### config.mk
export PLATFORM = sky130hd
export DESIGN_NAME = btn_scan_ctrl
export DESIGN_NICKNAME = d
export VERILOG_FILES = /design/src/rtl/btn_scan_ctrl.sv
export SDC_FILE = /design/constraint.sdc
export NUM_CORES = 1
export LEC_CHECK = 0
export ABC_AREA = 1
export BUFFER_PORTS_ARGS = -buffer_cell sky130_fd_sc_hd__buf_2
export CORE_MARGIN = 1
export CORE_UTILIZATION = 35
export CTS_BUF_LIST = sky130_fd_sc_hd__clkbuf_2 sky130_fd_sc_hd__clkbuf_4 sky130_fd_sc_hd__clkbuf_8
export DETAILED_ROUTE_END_ITERATION = 10
export PLACE_DENSITY = 0.58
export SETUP_SLACK_MARGIN = 0.5
export SLEW_MARGIN = 30
export SYNTH_ARGS = -nofsm -noshare
export SYNTH_HDL_FRONTEND = slang
export SYNTH_SLANG_ARGS = --single-unit
### constraint.sdc
create_clock -name clk -period 2.1 [get_ports clk]
set_clock_uncertainty 0.2 [all_clocks]
set_input_delay 0.42 -clock clk [delete_from_list [all_inputs] [get_ports clk]]
set_output_delay 0.42 -clock clk [all_outputs]
set_load 0.01 [all_outputs]
### src/rtl/btn_scan_ctrl.sv
// Scan controller for a 74HC165-style button chain: sequences PL/CE/CP, captures
// NBITS samples, debounces them and raises sticky press events plus an interrupt.
module btn_scan_ctrl #(
   parameter int unsigned NBITS       = 8,
   parameter int unsigned CLK_DIV     = 4,
   parameter int unsigned PL_CYCLES   = 2,
   parameter int unsigned SCAN_PERIOD = 50000,
   parameter int unsigned DEBOUNCE    = 3,
   parameter bit          ACTIVE_LOW  = 1'b1
) (
   input  logic             clk,
   input  logic             rst,
   input  logic             start,
   input  logic             auto_en,
   input  logic             sr_q,
   input  logic [NBITS-1:0] clr_evt,
   output logic             sr_pl,
   output logic             sr_ce,
   output logic             sr_cp,
   output logic             busy,
   output logic             done,
   output logic [NBITS-1:0] raw,
   output logic [NBITS-1:0] stable,
   output logic [NBITS-1:0] press_evt,
   output logic             irq
);

   localparam int unsigned TMAX = (CLK_DIV > PL_CYCLES) ? CLK_DIV : PL_CYCLES;
   localparam int unsigned TW   = (TMAX > 1) ? $clog2(TMAX) : 1;
   localparam int unsigned BW   = (NBITS > 1) ? $clog2(NBITS) : 1;
   localparam int unsigned PW   = (SCAN_PERIOD > 1) ? $clog2(SCAN_PERIOD) : 1;
   localparam int unsigned CW   = $clog2(DEBOUNCE + 1);

   localparam logic [TW-1:0] PL_LAST  = TW'(PL_CYCLES - 1);
   localparam logic [TW-1:0] DIV_LAST = TW'(CLK_DIV - 1);
   localparam logic [BW-1:0] BIT_LAST = BW'(NBITS - 1);
   localparam logic [PW-1:0] PER_LAST = PW'(SCAN_PERIOD - 1);
   localparam logic [CW-1:0] DB_LAST  = CW'(DEBOUNCE - 1);

   typedef enum logic [2:0] {
      IDLE     = 3'd0,
      LOAD     = 3'd1,
      SHIFT_LO = 3'd2,
      SHIFT_HI = 3'd3,
      DONE     = 3'd4
   } state_t;

   state_t           state, state_d;
   logic [TW-1:0]    tmr, tmr_d;
   logic [BW-1:0]    bit_idx, bit_d;
   logic [PW-1:0]    per_cnt, per_d;
   logic             smp_en;
   logic             expired;
   logic             sample;
   logic [NBITS-1:0] shreg;
   logic [CW-1:0]    cnt   [NBITS];
   logic [CW-1:0]    cnt_d [NBITS];
   logic [NBITS-1:0] stb_d;
   logic [NBITS-1:0] rise;
   logic             pl_c, ce_c, cp_c, busy_c, done_c;

   assign expired = auto_en && (per_cnt == PER_LAST);
   assign sample  = ACTIVE_LOW ? ~sr_q : sr_q;

   // Next-state, phase timers and registered-output decode
   always_comb begin
      state_d = state;
      tmr_d   = tmr;
      bit_d   = bit_idx;
      per_d   = '0;
      smp_en  = 1'b0;
      unique case (state)
         IDLE: begin
            if (start || expired) begin
               state_d = LOAD;
               tmr_d   = '0;
            end else if (auto_en) begin
               per_d = per_cnt + PW'(1);
            end
         end
         LOAD: begin
            if (tmr == PL_LAST) begin
               state_d = SHIFT_LO;
               tmr_d   = '0;
               bit_d   = '0;
            end else begin
               tmr_d = tmr + TW'(1);
            end
         end
         SHIFT_LO: begin
            if (tmr == DIV_LAST) begin
               smp_en  = 1'b1;
               state_d = SHIFT_HI;
               tmr_d   = '0;
            end else begin
               tmr_d = tmr + TW'(1);
            end
         end
         SHIFT_HI: begin
            if (tmr == DIV_LAST) begin
               tmr_d = '0;
               if (bit_idx == BIT_LAST) begin
                  state_d = DONE;
               end else begin
                  bit_d   = bit_idx + BW'(1);
                  state_d = SHIFT_LO;
               end
            end else begin
               tmr_d = tmr + TW'(1);
            end
         end
         DONE: state_d = IDLE;
         default: state_d = IDLE;
      endcase

      pl_c   = (state_d != LOAD);
      ce_c   = !((state_d == SHIFT_LO) || (state_d == SHIFT_HI));
      cp_c   = (state_d == SHIFT_HI);
      busy_c = (state_d != IDLE);
      done_c = (state_d == DONE);
   end

   always_ff @(posedge clk or negedge rst) begin
      if (!rst) begin
         state   <= IDLE;
         tmr     <= '0;
         bit_idx <= '0;
         per_cnt <= '0;
      end else begin
         state   <= state_d;
         tmr     <= tmr_d;
         bit_idx <= bit_d;
         per_cnt <= per_d;
      end
   end

   // Chain strobes are decoded from the next state so they change cleanly on the clock
   always_ff @(posedge clk or negedge rst) begin
      if (!rst) begin
         sr_pl <= 1'b1;
         sr_ce <= 1'b1;
         sr_cp <= 1'b0;
         busy  <= 1'b0;
         done  <= 1'b0;
      end else begin
         sr_pl <= pl_c;
         sr_ce <= ce_c;
         sr_cp <= cp_c;
         busy  <= busy_c;
         done  <= done_c;
      end
   end

   // Per-bit debounce, evaluated once per completed scan
   always_comb begin
      stb_d = stable;
      for (int i = 0; i < int'(NBITS); i++) begin
         cnt_d[i] = cnt[i];
         if (state_d == DONE) begin
            if (shreg[i] != stable[i]) begin
               if (cnt[i] == DB_LAST) begin
                  stb_d[i] = ~stable[i];
                  cnt_d[i] = '0;
               end else begin
                  cnt_d[i] = cnt[i] + CW'(1);
               end
            end else begin
               cnt_d[i] = '0;
            end
         end
      end
      rise = stb_d & ~stable;
   end

   always_ff @(posedge clk or negedge rst) begin
      if (!rst) begin
         shreg     <= '0;
         raw       <= '0;
         stable    <= '0;
         press_evt <= '0;
         irq       <= 1'b0;
         for (int i = 0; i < int'(NBITS); i++) cnt[i] <= '0;
      end else begin
         // First bit out of the chain lands in the MSB
         if (smp_en) begin
            for (int i = 0; i < int'(NBITS); i++) begin
               if (bit_idx == BW'(int'(NBITS) - 1 - i)) shreg[i] <= sample;
            end
         end
         if (state_d == DONE) raw <= shreg;
         stable <= stb_d;
         for (int i = 0; i < int'(NBITS); i++) cnt[i] <= cnt_d[i];
         // A new press in the same cycle as a clear keeps the event set
         press_evt <= (press_evt & ~clr_evt) | rise;
         irq       <= |press_evt;
      end
   end

endmodule

Yosys cells after proc, flatten, opt, wreduce, memory -nomap -nowiden --
Index checks and enable logic that the tools add are counted.
Storage, ports and cells: flip-flop bits (word level) 78, input bits 13, output and inout bits 30, word-level logic and storage cells 171
Operators by class: add/sub/neg operators 11, equality and inequality tests 37, multiplexer cells 59, bitwise gates (word level) 14, reduce and logical (&&, ||, !) cells 21
Operators with widths (count):
- $mux 16 | 3
- $mux 2 | 19
- $mux 1 | 26
- $mux 3 | 8
- $add 2x1->2 const B | 9
- $eq 2x2->1 const B | 9
- $eq 3x2->1 const B | 6
- $reduce_and 2->1 | 9
- $add 16x1->16 const B | 1
- $and 8x8->8 | 2
- $eq 16x16->1 const B | 1
- $not 8->8 | 2
- $eq 3x3->1 const B | 5
- $pmux 3 s4 | 1
- $not 1->1 | 9
- $ne 1x1->1 | 8
- $ne 2x2->1 const B | 4
- $or 8x8->8 | 1
- $reduce_or 8->1 | 1
- $eq 3x1->1 const B | 2
- $logic_not 3->1 | 2
- $pmux 2 s3 | 1
- $pmux 3 s2 | 1
- $reduce_bool 3->1 | 2
- 9 further kinds | 10

Depth between registers and ports, before layout --
Gate-level depths: netlist of run 1.
word-level depth 9, gate-level depth with buffers 9, depth with buffers taken out 9

Least setup slack after synthesis of run 1 --
Ideal clock, no wire load.
path type reg2reg, from register bit_idx[0], to register cnt[10] in the netlist's numbering, library setup time 0.119 ns, data arrival time 1.445 ns, data required time 1.781 ns, path slack 0.336 ns, stages on the path, launching flop included 9, path buffers 1, period minus slack after synthesis 1.764 ns, cell sequence dfrtp_1 -> ha_1 -> ha_1 -> nand2_1 -> nor2_2 -> inv_2 -> buf_2 -> nor2_1 -> o21a_1
Between the ends: word-level cells in the longest chain between the ends 5
RTL lines:
- start: declaration | line 50 | logic [BW-1:0] bit_idx, bit_d;
- start signal: assignment | line 132 | bit_idx <= bit_d;
- $eq 3x3->1 | line 102 | if (bit_idx == BIT_LAST) begin
- $mux 3 | line 102
- $mux 3 | line 100 | if (tmr == DIV_LAST) begin
- $pmux 3 s4 | line 72 | unique case (state)
- $eq 3x3->1 | line 159 | if (state_d == DONE) begin
- end: declaration | line 56 | logic [CW-1:0] cnt [NBITS];
Every way passes these cells. A chain may end at the register's enable or synchronous reset.

Worst setup path after layout of run 1 --
from register bit_idx[0], to register cnt[7] in the netlist's numbering
The elaborated chain is that of the path after synthesis.

==> results.md, run 1 <==
- Endpoint class of the critical path: flip-flop
- Core Rows: 37
- Avg WL per Cell: 13.4 microns
- First-pass GRT wire length: 14300 microns
- Global Route Usage Sum: around 17%
- Worst-path fanout max: 7
- Relative slew margins: 61.0%
- Area contributors post-synth: dfrtp_1 51%, nand2_1 11%, inv_1 6.4%
- Via density per instance: between 4 and 5
- Final Cycle Share: ~83%
- Worst Max-Slew Pin Slew: 0.580 ns
- CP cell instances: ha_2, ha_4, nand2_4, nor2_4, buf_12, buf_8, buf_16, nand3_2, nand2_1
- Vias in the first global route: 3082
- Largest net degree at the start of global routing: 44
- Hold Fails Final Rpt: 0
- Max VDD drop: 0.325 mV
- Synth area leader: dfrtp_1
- Drt total wl: 8960 microns
- Sequential-to-total area share from yosys stat: 52.8%
- PwrDens: 562 nW/um^2
- Slowest Stage Delay on Critical Path: 0.40 ns
- Layout cells sized above 1: 33.0%
- Starting DRT DRC Count: 174
- Synth Flop Type: dfrtp_1
- Worst hold path class: input pin to flip-flop
- Required @ worst endpoint: 2.15 ns
- Die W: 105 microns
- Async SR Flop Fraction: between 90% and 100%
- Post-Route Utilization: 49.2%
- Number of iterations in the first detailed-routing pass: 4
- Lkg Pwr: 2.42 nW
- Chip height: 105 microns
- Syn Nets: 463
- Clock sink total: 78
- Number of max-cap violations: 0
- Critical path launch point type: flip-flop
- Max-slew violation count: 0
- Detailed placement HPWL: 5500 microns
- Antenna Nets Post-Route: 0
- Cells after synthesis: 440
- Slowest stage cell, crit path: dfrtp_1
- Worst Path Buf+Inv: 3
- WP data arrival: 1.78 ns
- Mapped Area: between 3000 and 4000 sq um
- Status: completed
- Syn Area/Cell: 8.42 sq um
- H-tree Lvls: 3
- Post-synth top area share: between 50% and 60%
- Unrepaired setup endpoints after global routing: true
- Initial antenna violation count: 0
- Total congestion overflow: 0
- Nets: 553
- FF+latch count, synth: 78
- Post-synth EDFFs: 0
- Final GP Congestion: 0.788
- Die area: between 10000 and 15000 sq um
- Initial core utilization: around 36%
- Count leader, synth: nand2_1
- Reg2reg setup slack: between 0.3 and 0.4 ns
- F_max: between 0.5 and 0.6 GHz
- Crit-path leading delay family: buffers and inverters
- Setup Crit Path Kind: flip-flop to flip-flop
- Clock buffer depth: 2
- PortBufs: 42
- ANT cells: 0
- Core footprint: between 10000 and 15000 sq um
- Worst-skew pair later-pin latency: about 0.35 ns
- Final setup violation count: 0
- Drc violations: 0
- Minimum clock period: 1.73 ns
- Post-synth cell types: 32
- Via count: around 3200
- TritonCTS clock tree: done
- IO Pins: 43
- TritonCTS buffer count: 9
- Setup TNS: 0 ns
- Clock Tree Root: clkbuf_8
- Synth warn: 0
- Top cells by count, synth: 109 x nand2_1, 76 x dfrtp_1, 63 x inv_1
- CTS clock-pin slew for the worst setup and hold paths: about 0.080 ns
- Synth-to-layout area growth: 36.6%
-- repair_timing --
| action | 4_1_cts | 5_1_grt |
|---|---|---|
| gates cloned | 4 | 2 |
| resized for setup | 48 | 57 |
| hold buffers | 1 | 0 |
| buffers inserted | 15 | 17 |
| hold endpoints to repair | 51 | 0 |
| setup endpoints to repair | 69 | 79 |
| pin swaps | 14 | 17 |
-- area by class of cell --
class                      count  area (sq um)
multi-input combinational    291          1780
timing repair buffer          84           668
clock buffer                  12           153
inverter                      65           251
tap                          136           170
sequential                    78          1960
timing repair inverter         1          6.26
clock inverter                 3          68.8
fill                        1006          5220
-- metrics by stage --
| step | cell area (sq um) | worst slack, ns | power (W) | cells | hold slack [ns] |
|---|---|---|---|---|---|
| after detailed placement | 4120 | 0.240 | 0.00161 | 616 | 0.0753 |
| after global placement | 4120 | 0.292 | 0.00161 | 616 | 0.0682 |
| after global routing | 5060 | 0.274 | 0.00296 | 670 | 0.0317 |
| after floorplan | 3750 | 0.501 | 0.00156 | 440 | -0.0756 |
| after CTS | 4700 | 0.381 | 0.00288 | 651 | 0.0212 |
| final | 5060 | 0.367 | 0.00285 | 670 | 0.0395 |
-- kinds of logic (layout without fill, tap and decap cells) --
group | Yosys count | after routing | synth area share (%)
XOR/XNOR | 12 | 12 | 2.84
buffers and inverters | 72 | 165 | 7.97
AND/OR/NAND/NOR | 213 | 214 | 24.4
flip-flops | 78 | 78 | 52.8
adder cells (fa/ha/maj) | 10 | 10 | 3.38
AO/OA/AOI/OAI | 55 | 55 | 8.65
-- flip-flops by register name (all words and copies together) (netlist names), 2 cells and up --
name       cells
shreg          8
raw            8
per_cnt       16
press_evt      8
bit_idx        3
stable         8
cnt           16
tmr            2
state          3
-- final timing paths --
path | startpoint | to | depth (start not counted)
max in group asynchronous | rst | sr_ce$_DFF_PN1_ | 3
min in group asynchronous | rst | cnt[0]$_DFFE_PN0N_ | 2
setup reg to reg | bit_idx[0]$_DFFE_PN0P_ | cnt[7]$_DFFE_PN0N_ | 9
hold reg to reg | raw[3]$_DFFE_PN0N_ | raw[3]$_DFFE_PN0N_ | 2
hold / removal | clr_evt[5] | press_evt[5]$_DFF_PN0_ | 2
setup / recovery | bit_idx[0]$_DFFE_PN0P_ | cnt[7]$_DFFE_PN0N_ | 9
-- power by group --
part	internal (W)	switching (W)
Clock	0.000725	0.000535
Combinational	0.0000230	0.0000478
Sequential	0.00151	0.00000940
-- layer usage --
layer	track usage, %	vias to the layer above	share of wire [%]
met5	0	-	0
met4	6.74	0	2.2
met3	3.06	15	2.6
met2	26.9	51	48
met1	21.6	1552	48
li1	-	1587	-
-- layout by cell type, fill, tap and decap left out, drive strengths merged --
cell | Yosys | final
nand2 | 110 | 110
buf | 6 | 82
dfrtp | 76 | 76
inv | 65 | 66
nor2 | 49 | 50
nand3 | 24 | 24
o21ai | 24 | 24
nor3 | 22 | 22
clkbuf | 1 | 13
o22ai | 12 | 12
ha | 10 | 10
a21oi | 7 | 7
nand4 | 6 | 6
xor2 | 6 | 6
xnor2 | 6 | 6
o21a | 4 | 4
o21bai | 3 | 3
nor4 | 2 | 2
bufinv | 0 | 2
dfstp | 2 | 2
a32oi | 1 | 1
a21boi | 1 | 1
a211oi | 1 | 1
o31ai | 1 | 1
a31oi | 1 | 1
clkinv | 0 | 1
dlygate4sd3 | 0 | 1
(Power assumes the default switching activity.)
==> inputs of run 2 (changes only) <==
==> constraint.sdc (replaced) <==
create_clock -name clk -period 1.8 [get_ports clk]
set_clock_uncertainty 0.2 [all_clocks]
set_input_delay 0.36 -clock clk [delete_from_list [all_inputs] [get_ports clk]]
set_output_delay 0.36 -clock clk [all_outputs]
set_load 0.01 [all_outputs]
==> results.md, run 2 (synthesized netlist as in run 1, its figures left out) <==
- TritonCTS clock tree: done
- Final Cycle Share: 94.6% (+12 points)
- Chip height: 105 microns (unchanged)
- Die area: 11000 sq um (unchanged)
- Register area: 1960 sq um (about the same)
- Clock sink total: 78 (unchanged)
- Number of iterations in the first detailed-routing pass: 4 (unchanged)
- Max-slew violation count: 0 (unchanged)
- Core Rows: 37 (unchanged)
- Unrepaired setup endpoints after global routing: true
- Internal power: 0.00264 W (+17%)
- Most frequent cells in the layout: 93 x nand2_1, 71 x dfrtp_1, 53 x inv_1, 48 x buf_4, 39 x buf_2
- Max VDD drop: 0.371 mV (+14%)
- Core footprint: 10300 sq um (unchanged)
- Total congestion overflow: 0 (unchanged)
- Total power: 0.00336 W (+18%)
- Critical path launch point type: flip-flop
- Status: completed
- Drt total wl: 9170 microns (+2.3%)
- F_max: 0.587 GHz (+1.8%)
- Largest net degree at the start of global routing: 38 (-14%)
- Minimum clock period: 1.70 ns (-0.0308 ns)
- Detailed placement HPWL: 5600 microns (+1.7%)
- Endpoint class of the critical path: flip-flop
- Worst setup margin: 0.0977 ns (-0.269 ns)
- Net Sw Frac: 21.5% (+0.72 points)
- Relative slew margins: 81.7% (+21 points)
- Worst-path fanout max: 24 (+17)
- Worst hold path class: input pin to flip-flop
- Post-route cell area: 5360 sq um (+6.0%)
- Via density per instance: 4.71 (-1.6%)
- Clock buffer depth: 2 (unchanged)
- Filler cells: 931 (-7.5%)
- Worst-skew pair later-pin latency: 0.35 ns (about the same)
- Placed inst area: 4270 sq um (+3.5%)
- Avg WL per Cell: 13.1 microns (-2.0%)
- Vias in the first global route: 3101 (+0.62%)
- Setup Crit Path Kind: flip-flop to flip-flop
- Multi-input logic area: 1850 sq um (+3.7%)
- IO Pins: 43 (unchanged)
- Sw power: 0.000723 W (+22%)
- Worst Max-Slew Pin Slew: 0.272 ns (-0.308 ns)
- H-tree Lvls: 3 (unchanged)
- Drc violations: 0 (unchanged)
- First-pass GRT wire length: 14200 microns (-0.96%)
- Global Route Usage Sum: 16.3% (-0.25 points)
- Die W: 105 microns (unchanged)
- TritonCTS buffer count: 9 (unchanged)
- CTS clock-pin slew for the worst setup and hold paths: 0.08 ns (about the same)
- Regs by FF count: cnt (16), per_cnt (16)
- Antenna Nets Post-Route: 0 (unchanged)
- Lkg Pwr: 2.55 nW (+5.5%)
- Final setup violation count: 0 (unchanged)
- Seq pwr share: 52.7% (-0.6 points)
- Final GP Congestion: 0.873 (+11%)
- Via count: 3290 (+2.7%)
- Clk pwr share: 44.3% (about the same)
- WP data arrival: 1.78 ns (about the same)
- Synth-to-layout area growth: 44.8%
- Hold Fails Final Rpt: 0 (unchanged)
- Place WS: 0.119 ns (-0.121 ns)
- PwrDens: 626 nW/um^2 (+11%)
- Commonest non-fill, non-tap cell in the layout: nand2_1
- Nets: 581 (+5.1%)
- Layout cells sized above 1: 37.7% (+4.7 points)
- PortBufs: 42 (unchanged)
- Setup TNS: 0 ns (unchanged)
- Starting DRT DRC Count: 132 (-24%)
- Clock Tree Root: clkbuf_8
- Combinational fraction of design power: 3.0% (+0.5 points)
- Initial core utilization: 36.0% (unchanged)
- Number of max-cap violations: 0 (unchanged)
- ANT cells: 0 (unchanged)
- Required @ worst endpoint: 1.88 ns (-0.27 ns)
- Initial antenna violation count: 0 (unchanged)
==> run 2: power groups by stage <==
stage	Sequential [W]	Clock, W	Combinational [W]
floorplan	0.00180	0	0.0000168
global route	0.00177	0.00161	0.000112
global placement	0.00180	0	0.0000810
detailed placement	0.00180	0	0.0000818
CTS	0.00177	0.00153	0.0000979
finish	0.00177	0.00149	0.0000994
==> run 2: path summary, 6_finish.rpt <==
kind	start	endpoint	slack, ns	cells after the start
max	bit_idx[1]$_DFFE_PN0P_	press_evt[4]$_DFF_PN0_	0.1	9
min	sr_q	shreg[6]$_DFFE_PN0P_	0.09	2
max reg2reg	bit_idx[1]$_DFFE_PN0P_	press_evt[4]$_DFF_PN0_	0.1	9
min reg2reg	raw[3]$_DFFE_PN0N_	raw[3]$_DFFE_PN0N_	0.28	2
max in group asynchronous	rst	sr_ce$_DFF_PN1_	0.63	3
min in group asynchronous	rst	press_evt[5]$_DFF_PN0_	0.24	2
==> run 2: metal layers <==
layer,GRT usage [%],vias up,wire [microns]
li1,-,1647,-
met1,21.4,1586,4290
met2,26.1,43,4480
met3,2.93,14,230
met4,7.55,0,163
met5,0,-,0
==> run 2: area by class of cell <==
cell class,instances,share of cell area (%)
Clock buffer,11,2.71
Timing Repair Buffer,113,16.8
Multi-Input combinational cell,291,34.5
Clock inverter,5,1.54
Tap cell,136,3.17
Sequential cell,78,36.6
Inverter,65,4.74
==> run 2: critical path, cell delays in order (launching register included) <==
cell,delay [ns]
dfrtp_1,0.40
ha_4,0.16
ha_4,0.16
nand2_4,0.06
nor2_4,0.13
inv_2,0.06
buf_12,0.16
nor2_1,0.09
nand2_1,0.09
o22ai_2,0.11
==> run 2: repair_timing <==
action / in CTS / in global routing
setup buffers: 29 / 19
endpoints found under the hold margin: 30 / 0
endpoints found under the setup margin: 106 / 127
pin swaps: 15 / 18
hold buffers: 9 / 0
resized for setup: 43 / 61
cloned: 1 / 3
==> run 2: metrics by stage <==
step	hold slack, ns	util, %	std cells
3_3_place_gp	0.0921	41.5	622
5_1_grt	0.0823	52.2	699
3_5_place_dp	0.0985	41.5	622
2_1_floorplan	-0.136	-	440
4_1_cts	0.0659	48.1	677
6_report	0.0921	52.2	699
==> inputs of run 3 (changes only) <==
--- a/config.mk
+++ b/config.mk
@@ -6,12 +6,12 @@
 export NUM_CORES = 1
 export LEC_CHECK = 0
 export ABC_AREA = 1
-export BUFFER_PORTS_ARGS = -buffer_cell sky130_fd_sc_hd__buf_2
 export CORE_MARGIN = 1
 export CORE_UTILIZATION = 35
 export CTS_BUF_LIST = sky130_fd_sc_hd__clkbuf_2 sky130_fd_sc_hd__clkbuf_4 sky130_fd_sc_hd__clkbuf_8
 export DETAILED_ROUTE_END_ITERATION = 10
-export PLACE_DENSITY = 0.58
+export DONT_BUFFER_PORTS = 1
+export PLACE_DENSITY = 0.55
 export SETUP_SLACK_MARGIN = 0.5
 export SLEW_MARGIN = 30
 export SYNTH_ARGS = -nofsm -noshare
==> results.md, run 3 (synthesized netlist as in run 1, its figures left out) <==
- Status: complete, but fails checks
- Failing checks: hold timing
- CP cell instances: inv_2, nor2_4, nand2_2, nor2_4, inv_4, buf_12, buf_4, nand2_1, nand2_1
- Die W: 105 microns (unchanged)
- Avg WL per Cell: 13.2 microns (+0.53%)
- Detailed placement HPWL: 5490 microns (-1.8%)
- Most frequent cells in the layout: 91 x nand2_1, 62 x dfrtp_1, 58 x inv_1, 39 x buf_4, 36 x nor2_1
- Max-slew violation count: 0 (unchanged)
- Hold WS: -0.509 ns (-0.601 ns)
- Clock buffer depth: 2 (unchanged)
- H-tree Lvls: 3 (unchanged)
- TritonCTS clock tree: done
- ANT cells: 0 (unchanged)
- F_max: 0.582 GHz (-0.87%)
- Via count: 3022 (-8.1%)
- PortBufs: 0 (-100%)
- R2r endpoint: raw[4]$_DFFE_PN0N_
- Unrepaired setup endpoints after global routing: true
- First-pass GRT wire length: 13900 microns (-1.8%)
- Critical path launch point type: flip-flop
- Final GP Congestion: 0.785 (-10%)
- Clock sink total: 78 (unchanged)
- Reg2reg setup slack: 0.08 ns (about the same)
- Chip height: 105 microns (unchanged)
- Required @ worst endpoint: 1.85 ns (-0.03 ns)
- IO Pins: 43 (unchanged)
- Initial antenna violation count: 0 (unchanged)
- TritonCTS buffer count: 9 (unchanged)
- Synth-to-layout area growth: 33.6%
- Crit path launch: state[1]$_DFF_PN0_
- Met2 wire length: 4060 microns (-9.3%)
- Commonest non-fill, non-tap cell in the layout: nand2_1
- Drt total wl: 8500 microns (-7.2%)
- Die area: 11000 sq um (unchanged)
- Place WS: 0.0669 ns (-0.0520 ns)
- Lkg Pwr: 2.21 nW (-14%)
- Number of max-cap violations: 0 (unchanged)
- Number of iterations in the first detailed-routing pass: 4 (unchanged)
- Max VDD drop: 0.338 mV (-9.0%)
- Drc violations: 0 (unchanged)
- Endpoint class of the critical path: flip-flop
- Final Cycle Share: 95.4% (+0.83 points)
- Cells after DPL: 580 (-6.8%)
- Crit-path leading delay family: simple AND/OR/NAND/NOR gates
- Worst Path Buf+Inv: 4 (+2)
- Worst setup margin: 0.0828 ns (-0.0149 ns)
- Slowest stage cell, crit path: dfrtp_2
- Worst Max-Slew Pin Slew: 0.338 ns (+0.0668 ns)
- Slowest Stage Delay on Critical Path: 0.41 ns (about the same)
- Antenna Nets Post-Route: 0 (unchanged)
- Relative slew margins: 77.2% (-4.5 points)
- Final setup violation count: 0 (unchanged)
- PwrDens: 639 nW/um^2 (+2.1%)
- WP data arrival: 1.77 ns (about the same)
- Clock Tree Root: clkbuf_8
- Hold Fails Final Rpt: 78 (+78)
- Filler cells: 956 (+2.7%)
- Core Rows: 37 (unchanged)
- Largest net degree at the start of global routing: 79 (+110%)
- Met1 WL: 4020 microns (-6.5%)
- Starting DRT DRC Count: 115 (-13%)
- Non-Filler Instances: 645 (-7.7%)
- R2R cell count: 9 (unchanged)
- CTS clock-pin slew for the worst setup and hold paths: 0.09 ns (about the same)
- Worst hold path class: input pin to asynchronous set/reset pin
- Regs by FF count: cnt (16), per_cnt (16)
- Nets: 527 (-9.3%)
- Core footprint: 10300 sq um (unchanged)
- Total power: 0.00316 W (-5.9%)
- Layout cells sized above 1: 31.0% (-6.6 points)
- Worst-skew pair later-pin latency: 0.35 ns (about the same)
- Worst-path fanout max: 11 (-54%)
- R2R Path Start: state[1]$_DFF_PN0_
- Total congestion overflow: 0 (unchanged)
- Initial core utilization: 36.0% (unchanged)
- Vias in the first global route: 2933 (-5.4%)
- Minimum clock period: 1.72 ns (+0.0149 ns)
- Metal3 WL: 328 microns (+43%)
- Global Route Usage Sum: 16.0% (-0.22 points)
- Via density per instance: 4.69 (-0.46%)
- Setup TNS: 0 ns (unchanged)
- Hold buffers post-CTS: 10 (+1)
- DR top layer: met4
- Setup Crit Path Kind: flip-flop to flip-flop
==> run 3: cell types whose count changed in the layout (fill, tap and decap cells not counted), sizes merged <==
cell         change
buf             -53
clkbuf           -3
clkinv           -3
clkinvlp         +3
inv              +2
bufinv           -1
dlygate4sd3      +1
==> run 3: final cells by class <==
class / instances / area, sq um / area share, %
sequential: 78 / 1970 / 39.8
multi-input combinational: 291 / 1820 / 36.8
timing repair buffer: 59 / 539 / 10.9
inverter: 65 / 246 / 4.98
tap: 136 / 170 / 3.44
clock buffer: 10 / 131 / 2.65
clock inverter: 6 / 70.1 / 1.42
==> run 3: how the worst max path moves through the flow <==
stage                                   to  slack (ns)  depth (start not counted)
CTS                 press_evt[3]$_DFF_PN0_        0.09                          9
finish                  raw[4]$_DFFE_PN0N_        0.08                          9
detailed placement    per_cnt[7]$_DFF_PN0_        0.07                          9
global placement    bit_idx[0]$_DFFE_PN0P_        0.10                          6
floorplan              cnt[14]$_DFFE_PN0N_        0.21                          8
global route        press_evt[6]$_DFF_PN0_       -0.02                          7
==> run 3: per-stage QoR <==
stage	util, %	cell area (sq um)
finish	48.1	4950
global route	48.1	4950
floorplan	-	3810
global placement	39.2	4030
detailed placement	39.2	4030
CTS	45.2	4650
==> run 3: where the power goes <==
group	leakage [nW]	internal, W	total (W)	switching [W]
Combinational	1.12	0.0000244	0.0000437	0.0000193
Sequential	1.00	0.00176	0.00177	0.0000119
Clock	0.0929	0.000666	0.00135	0.000683
Total	2.21	0.00245	0.00316	0.000714
==> run 3: metal layers <==
metal  GRT usage (%)  up-vias
li1                -     1534
met1            21.9     1440
met2            24.6       38
met3            4.37       10
met4            5.53        0
met5               0        -
==> run 3: worst reg2reg max path, stage by stage (launching register included) <==
cell,delay (ns)
dfrtp_2,0.41
inv_2,0.07
nor2_4,0.14
nand2_2,0.13
nor2_4,0.21
inv_4,0.08
buf_12,0.16
buf_4,0.14
nand2_1,0.05
nand2_1,0.05
==> run 3: repair_timing <==
item	4_1_cts	5_1_grt
buffers inserted	20	18
pin swaps	9	25
gates cloned	1	0
resized for setup	45	55
endpoints found under the setup margin	106	108
endpoints found under the hold margin	97	78
